**src/rtl/fetch_unit.sv**
```systemverilog
// fetch_unit: PC generation and DEPTH-entry prefetch FIFO in front of a 1-cycle sync ROM.
// Optional FETCH_BYPASS_EN: forward the returning word straight to out_* while the FIFO is empty.
module fetch_unit #(
   parameter int              XLEN     = 32,
   parameter int              ROM_AW   = 14,
   parameter logic [XLEN-1:0] RESET_PC = 32'h8000,
   parameter int              DEPTH    = 4
) (
   input  logic                   clk,
   input  logic                   rst,
   output logic [ROM_AW-1:0]      imem_addr,
   input  logic [XLEN-1:0]        imem_data,
   input  logic                   redirect_valid,
   input  logic [XLEN-1:0]        redirect_pc,
   output logic                   out_valid,
   input  logic                   out_ready,
   output logic [XLEN-1:0]        out_pc,
   output logic [XLEN-1:0]        out_iword,
   output logic [$clog2(DEPTH):0] fifo_count
);

   localparam int PW = $clog2(DEPTH);
   localparam int CW = PW + 1;

   typedef logic [PW-1:0] ptr_t;
   typedef logic [CW-1:0] cnt_t;

   logic [XLEN-1:0] fetch_pc_q, fetch_pc_d;
   logic [XLEN-1:0] tag_q, tag_d;
   logic            inflight_q, inflight_d;
   ptr_t            rd_ptr_q, rd_ptr_d;
   ptr_t            wr_ptr_q, wr_ptr_d;
   cnt_t            count_q, count_d;
   logic [XLEN-1:0] pc_mem_q [DEPTH];
   logic [XLEN-1:0] pc_mem_d [DEPTH];
   logic [XLEN-1:0] iw_mem_q [DEPTH];
   logic [XLEN-1:0] iw_mem_d [DEPTH];

   logic [XLEN-1:0] redir_pc;
   logic            fifo_empty;
   logic            fifo_pop;
   logic            byp_vld;
   logic            byp_take;
   logic            push;
   logic            issue;
   cnt_t            occ;
   logic            unused_bits;

   assign redir_pc    = {redirect_pc[XLEN-1:2], 2'b00};
   assign fifo_empty  = (count_q == '0);
   assign fifo_count  = count_q;
   assign unused_bits = ^redirect_pc[1:0];

   // Handshake, push and issue decisions; occ is occupancy once this cycle settles
   always_comb begin
      byp_vld  = 1'b0;
      byp_take = 1'b0;
      fifo_pop = ~fifo_empty & out_ready;
`ifdef FETCH_BYPASS_EN
      byp_vld  = fifo_empty & inflight_q & ~redirect_valid;
      byp_take = byp_vld & out_ready;
`endif
      push  = inflight_q & ~redirect_valid & ~byp_take;
      occ   = count_q + cnt_t'(push) - cnt_t'(fifo_pop);
      issue = (occ < cnt_t'(DEPTH));
   end

   // Head of queue, or the returning word when it is bypassed
   always_comb begin
      out_valid = ~fifo_empty | byp_vld;
      out_pc    = pc_mem_q[rd_ptr_q];
      out_iword = iw_mem_q[rd_ptr_q];
      if (byp_vld) begin
         out_pc    = tag_q;
         out_iword = imem_data;
      end
   end

   // ROM address: reset vector, redirect target, or next sequential pc
   always_comb begin
      if (rst)
         imem_addr = RESET_PC[ROM_AW+1:2];
      else if (redirect_valid)
         imem_addr = redirect_pc[ROM_AW+1:2];
      else
         imem_addr = fetch_pc_q[ROM_AW+1:2];
   end

   // Fetch pc and in-flight tracking; a redirect replaces any in-flight request
   always_comb begin
      fetch_pc_d = fetch_pc_q;
      tag_d      = tag_q;
      inflight_d = 1'b0;
      if (redirect_valid) begin
         fetch_pc_d = redir_pc + XLEN'(4);
         tag_d      = redir_pc;
         inflight_d = 1'b1;
      end else if (issue) begin
         fetch_pc_d = fetch_pc_q + XLEN'(4);
         tag_d      = fetch_pc_q;
         inflight_d = 1'b1;
      end
   end

   // FIFO pointers, count and storage; a redirect flushes everything
   always_comb begin
      rd_ptr_d = rd_ptr_q;
      wr_ptr_d = wr_ptr_q;
      count_d  = count_q;
      pc_mem_d = pc_mem_q;
      iw_mem_d = iw_mem_q;
      if (redirect_valid) begin
         rd_ptr_d = '0;
         wr_ptr_d = '0;
         count_d  = '0;
      end else begin
         if (push) begin
            pc_mem_d[wr_ptr_q] = tag_q;
            iw_mem_d[wr_ptr_q] = imem_data;
            wr_ptr_d           = wr_ptr_q + ptr_t'(1);
         end
         if (fifo_pop)
            rd_ptr_d = rd_ptr_q + ptr_t'(1);
         count_d = occ;
      end
   end

   // State registers
   always_ff @(posedge clk or posedge rst) begin
      if (rst) begin
         fetch_pc_q <= RESET_PC;
         tag_q      <= '0;
         inflight_q <= 1'b0;
         rd_ptr_q   <= '0;
         wr_ptr_q   <= '0;
         count_q    <= '0;
         pc_mem_q   <= '{default: '0};
         iw_mem_q   <= '{default: '0};
      end else begin
         fetch_pc_q <= fetch_pc_d;
         tag_q      <= tag_d;
         inflight_q <= inflight_d;
         rd_ptr_q   <= rd_ptr_d;
         wr_ptr_q   <= wr_ptr_d;
         count_q    <= count_d;
         pc_mem_q   <= pc_mem_d;
         iw_mem_q   <= iw_mem_d;
      end
   end

endmodule

```
**config.mk**
```make
export PLATFORM = sky130hd
export DESIGN_NAME = fetch_unit
export DESIGN_NICKNAME = d
export VERILOG_FILES = /design/src/rtl/fetch_unit.sv
export SDC_FILE = /design/constraint.sdc
export NUM_CORES = 1
export LEC_CHECK = 0
export ABC_AREA = 0
export ABC_CLOCK_PERIOD_IN_PS = 31100
export BUFFER_PORTS_ARGS = -buffer_cell sky130_fd_sc_hd__buf_2
export CORE_MARGIN = 2
export CORE_UTILIZATION = 53
export CTS_CLUSTER_DIAMETER = 30
export DETAILED_ROUTE_END_ITERATION = 16
export PLACE_DENSITY = 0.81
export SYNTH_ARGS = -nofsm -noshare
export SYNTH_HDL_FRONTEND = slang
export SYNTH_SLANG_ARGS = --single-unit
```
**constraint.sdc**
```tcl
create_clock -name clk -period 31.1 [get_ports clk]
set_clock_uncertainty 0.1 [all_clocks]
set_input_delay 3.11 -clock clk [delete_from_list [all_inputs] [get_ports clk]]
set_output_delay 3.11 -clock clk [all_outputs]
set_load 0.01 [all_outputs]
```
==> results of run 1 <==
[final cells by class]
class | count | area share [%]
Tap cell | 378 | 2.57
Timing Repair Buffer | 151 | 4.28
Inverter | 17 | 0.463
Sequential cell | 316 | 43.1
Clock inverter | 34 | 2.44
Clock buffer | 88 | 10.3
Multi-Input combinational cell | 689 | 36.8
[metal layers]
metal	part of all wire, %	up-vias	GRT usage [%]
met2	48	304	37.9
met3	6.5	58	5.81
met1	44	4933	30.7
li1	-	4303	-
met4	1.8	0	6.61
met5	0	-	0
[where the power goes]
part | internal (mW) | leakage, nW | switching (mW)
combinational | 0.353 | 3.18 | 0.287
clock | 0.485 | 1.15 | 0.235
sequential | 0.601 | 3.82 | 0.122
[sequential cells by signal, indices dropped and copies added, names as in the netlist]
name,flops
fetch_pc_q,30
fifo_count,3
inflight_q,1
iw_mem_q,128
pc_mem_q,120
rd_ptr_q,2
tag_q,30
wr_ptr_q,2
[metrics by stage]
step           power [mW]  cell area, um^2  util [%]  hold slack (ps)  std cells
2_1_floorplan        1.16            15000         -              360       1088
3_3_place_gp         1.33            16000      57.5              379       1551
3_5_place_dp         1.37            16000      57.5              384       1551
4_1_cts              2.10            18400      66.0              396       1673
5_1_grt              2.20            18400      66.0              408       1673
6_report             2.08            18400      66.0              396       1673
[final timing paths]
check                          startpoint             end
setup / recovery           redirect_valid   imem_addr[10]
hold / removal               iw_mem_q[38]    iw_mem_q[38]
setup reg to reg               inflight_q  fetch_pc_q[27]
hold reg to reg              iw_mem_q[38]    iw_mem_q[38]
max in group asynchronous             rst     rd_ptr_q[0]
min in group asynchronous             rst   fetch_pc_q[2]
[cell families after synthesis]
group,count (synthesis),synth area share (%)
flops,316,52.6
fa+ha+maj,8,0.716
simple gates,185,6.30
mux,358,31.1
other cells,1,0.0250
xor+xnor,57,3.32
buf+inv,83,2.69
compound gates,79,3.21
[layout by cell type, fill, tap and decap left out, types with 29 or more instances in the layout]
cell	netlist	layout
nor2_1	40	40
mux4_2	62	62
clkbuf_16	0	68
o21ai_0	29	29
mux2i_1	48	48
mux2_2	248	248
dfrtp_1	315	313
xnor2_1	40	39
nand2_1	72	68
buf_2	30	144
[critical path, stage by stage]
cell	delay, ps
buf_4	500
buf_4	630
bufinv_8	350
nand2_1	100
a21oi_1	90
buf_2	160
==> results.yml, run 1 <==
run_status:
  outcome: "finished, final reports clean"
clocking:
  post_cts_buffers: 0
  cts_made_buffers: 68
  clk_pin_slew_ps: 50
  holdBufCountCts: 0
  clock_path_buffers: 3
  cts_htree_levels: 3
  cts_tree: "done"
  cts_sinks: 316
  worstSkewPairLatency_ps: 540
  ctsRootBufferMaster: "clkbuf_16"
  post_cts_resized: 0
global_route:
  grt_max_degree: 179
  grt_pass1_vias: 10089
  grt_pass1_wl_um: 53600
  track_usage_pct: 23.1
  overflow: 0
  antenna_found_initial: 0
worst_setup_path:
  arrival_ps: 5000
  required_ps: 27890
  cp-start-kind: "primary input"
  end_kind: "output port"
  crit_type: "in -> out"
  regToRegSetupSlack_ps: 26730
  cp_max_fo: 70
  reg2regPathDepth: 14
detailed_routing:
  drt_wl_total_um: 33200
  post_drt_via_cell_ratio: 5.74
  vias: 9598
  ant_nets: 0
  drt-initial-drc-count: 622
  dr.pass1.iters: 5
  avgRoutedWirePerCell_um: 19.9
  drc: 0
logic_synthesis:
  synthTopCellsByCount: "315 x dfrtp_1, 248 x mux2_2, 72 x nand2_1, 62 x mux4_2, 48 x mux2i_1"
  ys_ff_latch: 316
  syn-cell-area_um2: 15000
  synth_edf_count: 0
  synth_top_area_share_pct: 52.5
  synth_cell_types: 53
  synthArstFlopShare_pct: 100
  synthTopCellsByArea: "dfrtp_1 52%, mux2_2 19%, mux4_2 9.3%, mux2i_1 3.2%, xnor2_1 2.3%"
  yosysMostFrequentCell: "dfrtp_1"
  synth_warnings: 0
  seq_area_frac_synth_pct: 52.6
  avgSynthCellArea_um2: 13.8
  synth-main-ff-cell: "dfrtp_1"
  synthCells: 1087
  yosysTopAreaCell: "dfrtp_1"
floorplanning:
  fp.coreArea_um2: 27900
  initial_core_util_pct: 53.9
  io_pins: 150
  die_w_um: 172
  die_y_um: 172
  num_rows: 61
  fp.dieArea_um2: 29700
power_and_ir_drop:
  leakage_nw: 8.15
  p_per_area_nw_per_um2: 113
  ir_drop_mv: 0.119
placement:
  gp_congestion: 0.841
  port_buffers: 145
  detailed_place_hpwl_um: 19600
  dp_slack_ps: 22940
layout:
  multi_input_area_um2: 6770
  fillCellCount: 1946
  layout-drive-gt1-share_pct: 46.8
  num_antenna_cells: 0
  seqCellArea_um2: 7910
  nets: 1319
  syn_to_final_growth_pct: 22.3
timing:
  min_period_over_period_pct: 26.4
  max_freq_mhz: 122
  finalSetupViolations: 0
  fin_tns_setup_ps: 0
  finalWorstSetupSlack_ps: 22890
  post-route-min-period_ps: 8210
  hold_viol_final: 0
  final-max-slew-violation-count: 0
  tightest_slew_ps: 1050
  slew_headroom_pct: 30.0
  rsz0062_at_grt: "false"
min_path:
  hold_class: "reg -> reg"
  whs_path_depth: 1
flow_run:
  maxCapViolCount: 0
Note: power is estimated with default switching activity, not from simulation.
==> run 2: changes to the inputs <==
==> config.mk (replaced) <==
export PLATFORM = sky130hd
export DESIGN_NAME = fetch_unit
export DESIGN_NICKNAME = d
export VERILOG_FILES = /design/src/rtl/fetch_unit.sv
export SDC_FILE = /design/constraint.sdc
export NUM_CORES = 1
export LEC_CHECK = 0
export ABC_AREA = 1
export ABC_CLOCK_PERIOD_IN_PS = 6800
export BUFFER_PORTS_ARGS = -buffer_cell sky130_fd_sc_hd__buf_2
export CORE_MARGIN = 2
export CORE_UTILIZATION = 53
export CTS_CLUSTER_DIAMETER = 30
export DETAILED_ROUTE_END_ITERATION = 16
export PLACE_DENSITY = 0.84
export SYNTH_ARGS = -nofsm -noshare
export SYNTH_HDL_FRONTEND = slang
export SYNTH_SLANG_ARGS = --single-unit
==> constraint.sdc (replaced) <==
create_clock -name clk -period 6.8 [get_ports clk]
set_clock_uncertainty 0.1 [all_clocks]
set_input_delay 0.68 -clock clk [delete_from_list [all_inputs] [get_ports clk]]
set_output_delay 0.68 -clock clk [all_outputs]
set_load 0.01 [all_outputs]
==> run 2 against run 1 <==
Effect of this change:
- routed wire length increased by 12%
- total power increased to 4.5 times the previous value
- design area decreased by 3.8%
- critical path depth increased by 12
- via count increased by 33%
- clock power increased to 4.7 times the previous value
- largest power group is now clock
==> results.yml, run 2 <==
placement:
  detailed_place_hpwl_um: 20800
  dp.cells: 2155
  gp_congestion: 0.900
  dp_slack_ps: 2670
  port_buffers: 145
detailed_routing:
  dr.pass1.iters: 7
  drt_wl_total_um: 37100
  avgRoutedWirePerCell_um: 16.3
  drt-initial-drc-count: 1217
  vias: 12744
  drc: 0
  ant_nets: 0
  post_drt_via_cell_ratio: 5.60
timing:
  final-max-slew-violation-count: 0
  max_freq_mhz: 244
  slew_headroom_pct: 30.0
  post-route-min-period_ps: 4110
  finalWorstSetupSlack_ps: 2690
  hold_ws_ps: 324
  tightest_slew_ps: 1050
  fin_tns_setup_ps: 0
  min_period_over_period_pct: 60.4
  hold_viol_final: 0
  finalSetupViolations: 0
  rsz0062_at_grt: "false"
logic_synthesis:
  seq_area_frac_synth_pct: 54.5
  synthArstFlopShare_pct: 100
  yosys.area_share.simple_pct: 20.2
  synthTopCellsByCount: "443 x nand2_1, 408 x o21ai_0, 315 x dfrtp_1, 176 x nor2_1, 109 x inv_1"
  synth_top_family_by_area: "simple AND/OR/NAND/NOR gates"
  synth_fa_ha_area_share_pct: 0.742
  synth_cell_types: 37
  ys_ff_latch: 316
  synthCells: 1768
  synthXorXnorAreaFrac_pct: 0.0604
  synthTopCellsByArea: "dfrtp_1 54%, o21ai_0 14%, nand2_1 11%, nor2_1 4.6%, inv_1 2.8%"
  synth_edf_count: 0
  yosysTopAreaCell: "dfrtp_1"
  synth_top_area_share_pct: 54.3
  synthMuxAreaShare_pct: 0
  synth_warnings: 0
  yosysMostFrequentCell: "nand2_1"
  syn-cell-area_um2: 14500
  avgSynthCellArea_um2: 8.21
  synth-main-ff-cell: "dfrtp_1"
  synth_compound_area_share_pct: 17.8
floorplanning:
  fp.coreArea_um2: 27000
  initial_core_util_pct: 53.8
  die_y_um: 169
  num_rows: 60
  fp.dieArea_um2: 28700
  io_pins: 150
  die_w_um: 169
worst_setup_path:
  required_ps: 7090
  cp_max_fo: 74
  arrival_ps: 4400
  crit_type: "reg -> reg"
  end_kind: "flop"
  cp-start-kind: "flop"
layout:
  layout_commonest_cell: "nand2_1"
  regMostFlops: "iw_mem_q"
  nets: 1959
  final_util_pct: 65.6
  final_cell_mix: "439 x nand2_1, 408 x o21ai_0, 313 x dfrtp_1"
  multi_input_area_um2: 5670
  num_antenna_cells: 0
  reg_top3: "iw_mem_q: 128 flops, pc_mem_q: 120 flops"
  layout-drive-gt1-share_pct: 17.6
  stdcell_count: 2277
  seqCellArea_um2: 7910
  largest_reg_flops: 128
  syn_to_final_growth_pct: 21.8
  fillCellCount: 2074
clocking:
  clk_pin_slew_ps: 50
  cts_tree: "done"
  cts_made_buffers: 67
  post_cts_resized: 0
  worstSkewPairLatency_ps: 550
  ctsRootBufferMaster: "clkbuf_16"
  post_cts_buffers: 0
  cts_htree_levels: 3
  holdBufCountCts: 0
  clock_path_buffers: 3
  cts_sinks: 316
power_and_ir_drop:
  p_per_area_nw_per_um2: 528
  leakage_nw: 8.67
  ir_drop_mv: 0.346
global_route:
  track_usage_pct: 26.0
  grt_pass1_vias: 12434
  antenna_found_initial: 0
  overflow: 0
  grt_max_degree: 147
  grt_pass1_wl_um: 61300
min_path:
  hold_class: "in -> async"
run_status:
  outcome: "finished, final reports clean"
flow_run:
  maxCapViolCount: 0
## run 2: changes by cell type in the layout (fill, tap and decap cells not counted), moves of 10 or more
| cell | before | now |
|---|---|---|
| mux4_2 | 62 | 0 |
| inv_1 | 14 | 108 |
| nor2_1 | 40 | 176 |
| o21ai_0 | 29 | 408 |
| mux2_2 | 248 | 0 |
| xor2_1 | 16 | 1 |
| o22ai_1 | 3 | 64 |
| nand2_1 | 68 | 439 |
| a21oi_1 | 26 | 14 |
| mux2i_1 | 48 | 0 |
| nand2_2 | 0 | 27 |
| nand3_1 | 21 | 37 |
| xnor2_1 | 39 | 0 |
| nor2_2 | 0 | 10 |
## run 2: layout make-up
cell class / instances / area share [%]
repair buffers: 160 / 4.81
clock inverters: 36 / 2.80
inverters: 116 / 2.52
well taps: 341 / 2.41
clock buffers: 86 / 10.6
flip-flops and latches: 316 / 44.8
multi-input cells: 1222 / 32.1
## run 2: layer usage
layer | vias to the layer above | wire length (um) | part of all wire [%] | track usage (%)
met5 | - | 0 | 0 | 0
met4 | 0 | 737 | 2.0 | 7.84
met3 | 75 | 2850 | 7.7 | 5.27
met1 | 6052 | 15700 | 42 | 34.8
li1 | 6020 | - | - | -
met2 | 597 | 17700 | 48 | 43.2
## run 2: worst max-delay path, stage by stage, from the launching register on
cell and delay (ps):
dfrtp_1 440, inv_1 80, nand2_1 70, or2_2 290
nand2_1 120, inv_1 90, ha_1 270, inv_1 60
ha_1 120, inv_1 50, fa_1 390, inv_1 70
nand2_1 60, nand3_2 70, buf_4 600, inv_2 540
nand2_1 170, a21boi_0 200, o31ai_1 90
## run 2: path summary, 6_finish.rpt
kind,startpoint,to,slack [ps],cells past startpoint
setup / recovery,fifo_count[1],fetch_pc_q[18],2690,18
hold / removal,rst,fetch_pc_q[9],320,2
setup reg to reg,fifo_count[1],fetch_pc_q[18],2690,18
hold reg to reg,fetch_pc_q[27],fetch_pc_q[27],370,2
max in group asynchronous,rst,pc_mem_q[54],4390,4
min in group clk,imem_data[10],iw_mem_q[106],340,3
## run 2: kinds of logic after synthesis
logic type | Yosys count
buffers and inverters | 231
adder cells (fa/ha/maj) | 8
AND/OR/NAND/NOR | 714
XOR/XNOR | 1
AO/OA/AOI/OAI | 497
other | 1
flip-flops | 316
## run 2: through the flow
step | instance area, um^2 | power, mW
6_report | 17700 | 9.34
5_1_grt | 17700 | 9.94
4_1_cts | 17700 | 9.36
3_5_place_dp | 15300 | 5.92
3_3_place_gp | 15300 | 5.77
2_1_floorplan | 14500 | 5.03
## run 2: where the power goes
| group | internal [mW] | switching [mW] | leakage (nW) |
|---|---|---|---|
| Sequential | 2.76 | 0.462 | 3.99 |
| Combinational | 0.931 | 1.83 | 3.53 |
| Clock | 2.32 | 1.04 | 1.15 |
| Total | 6.01 | 3.33 | 8.67 |
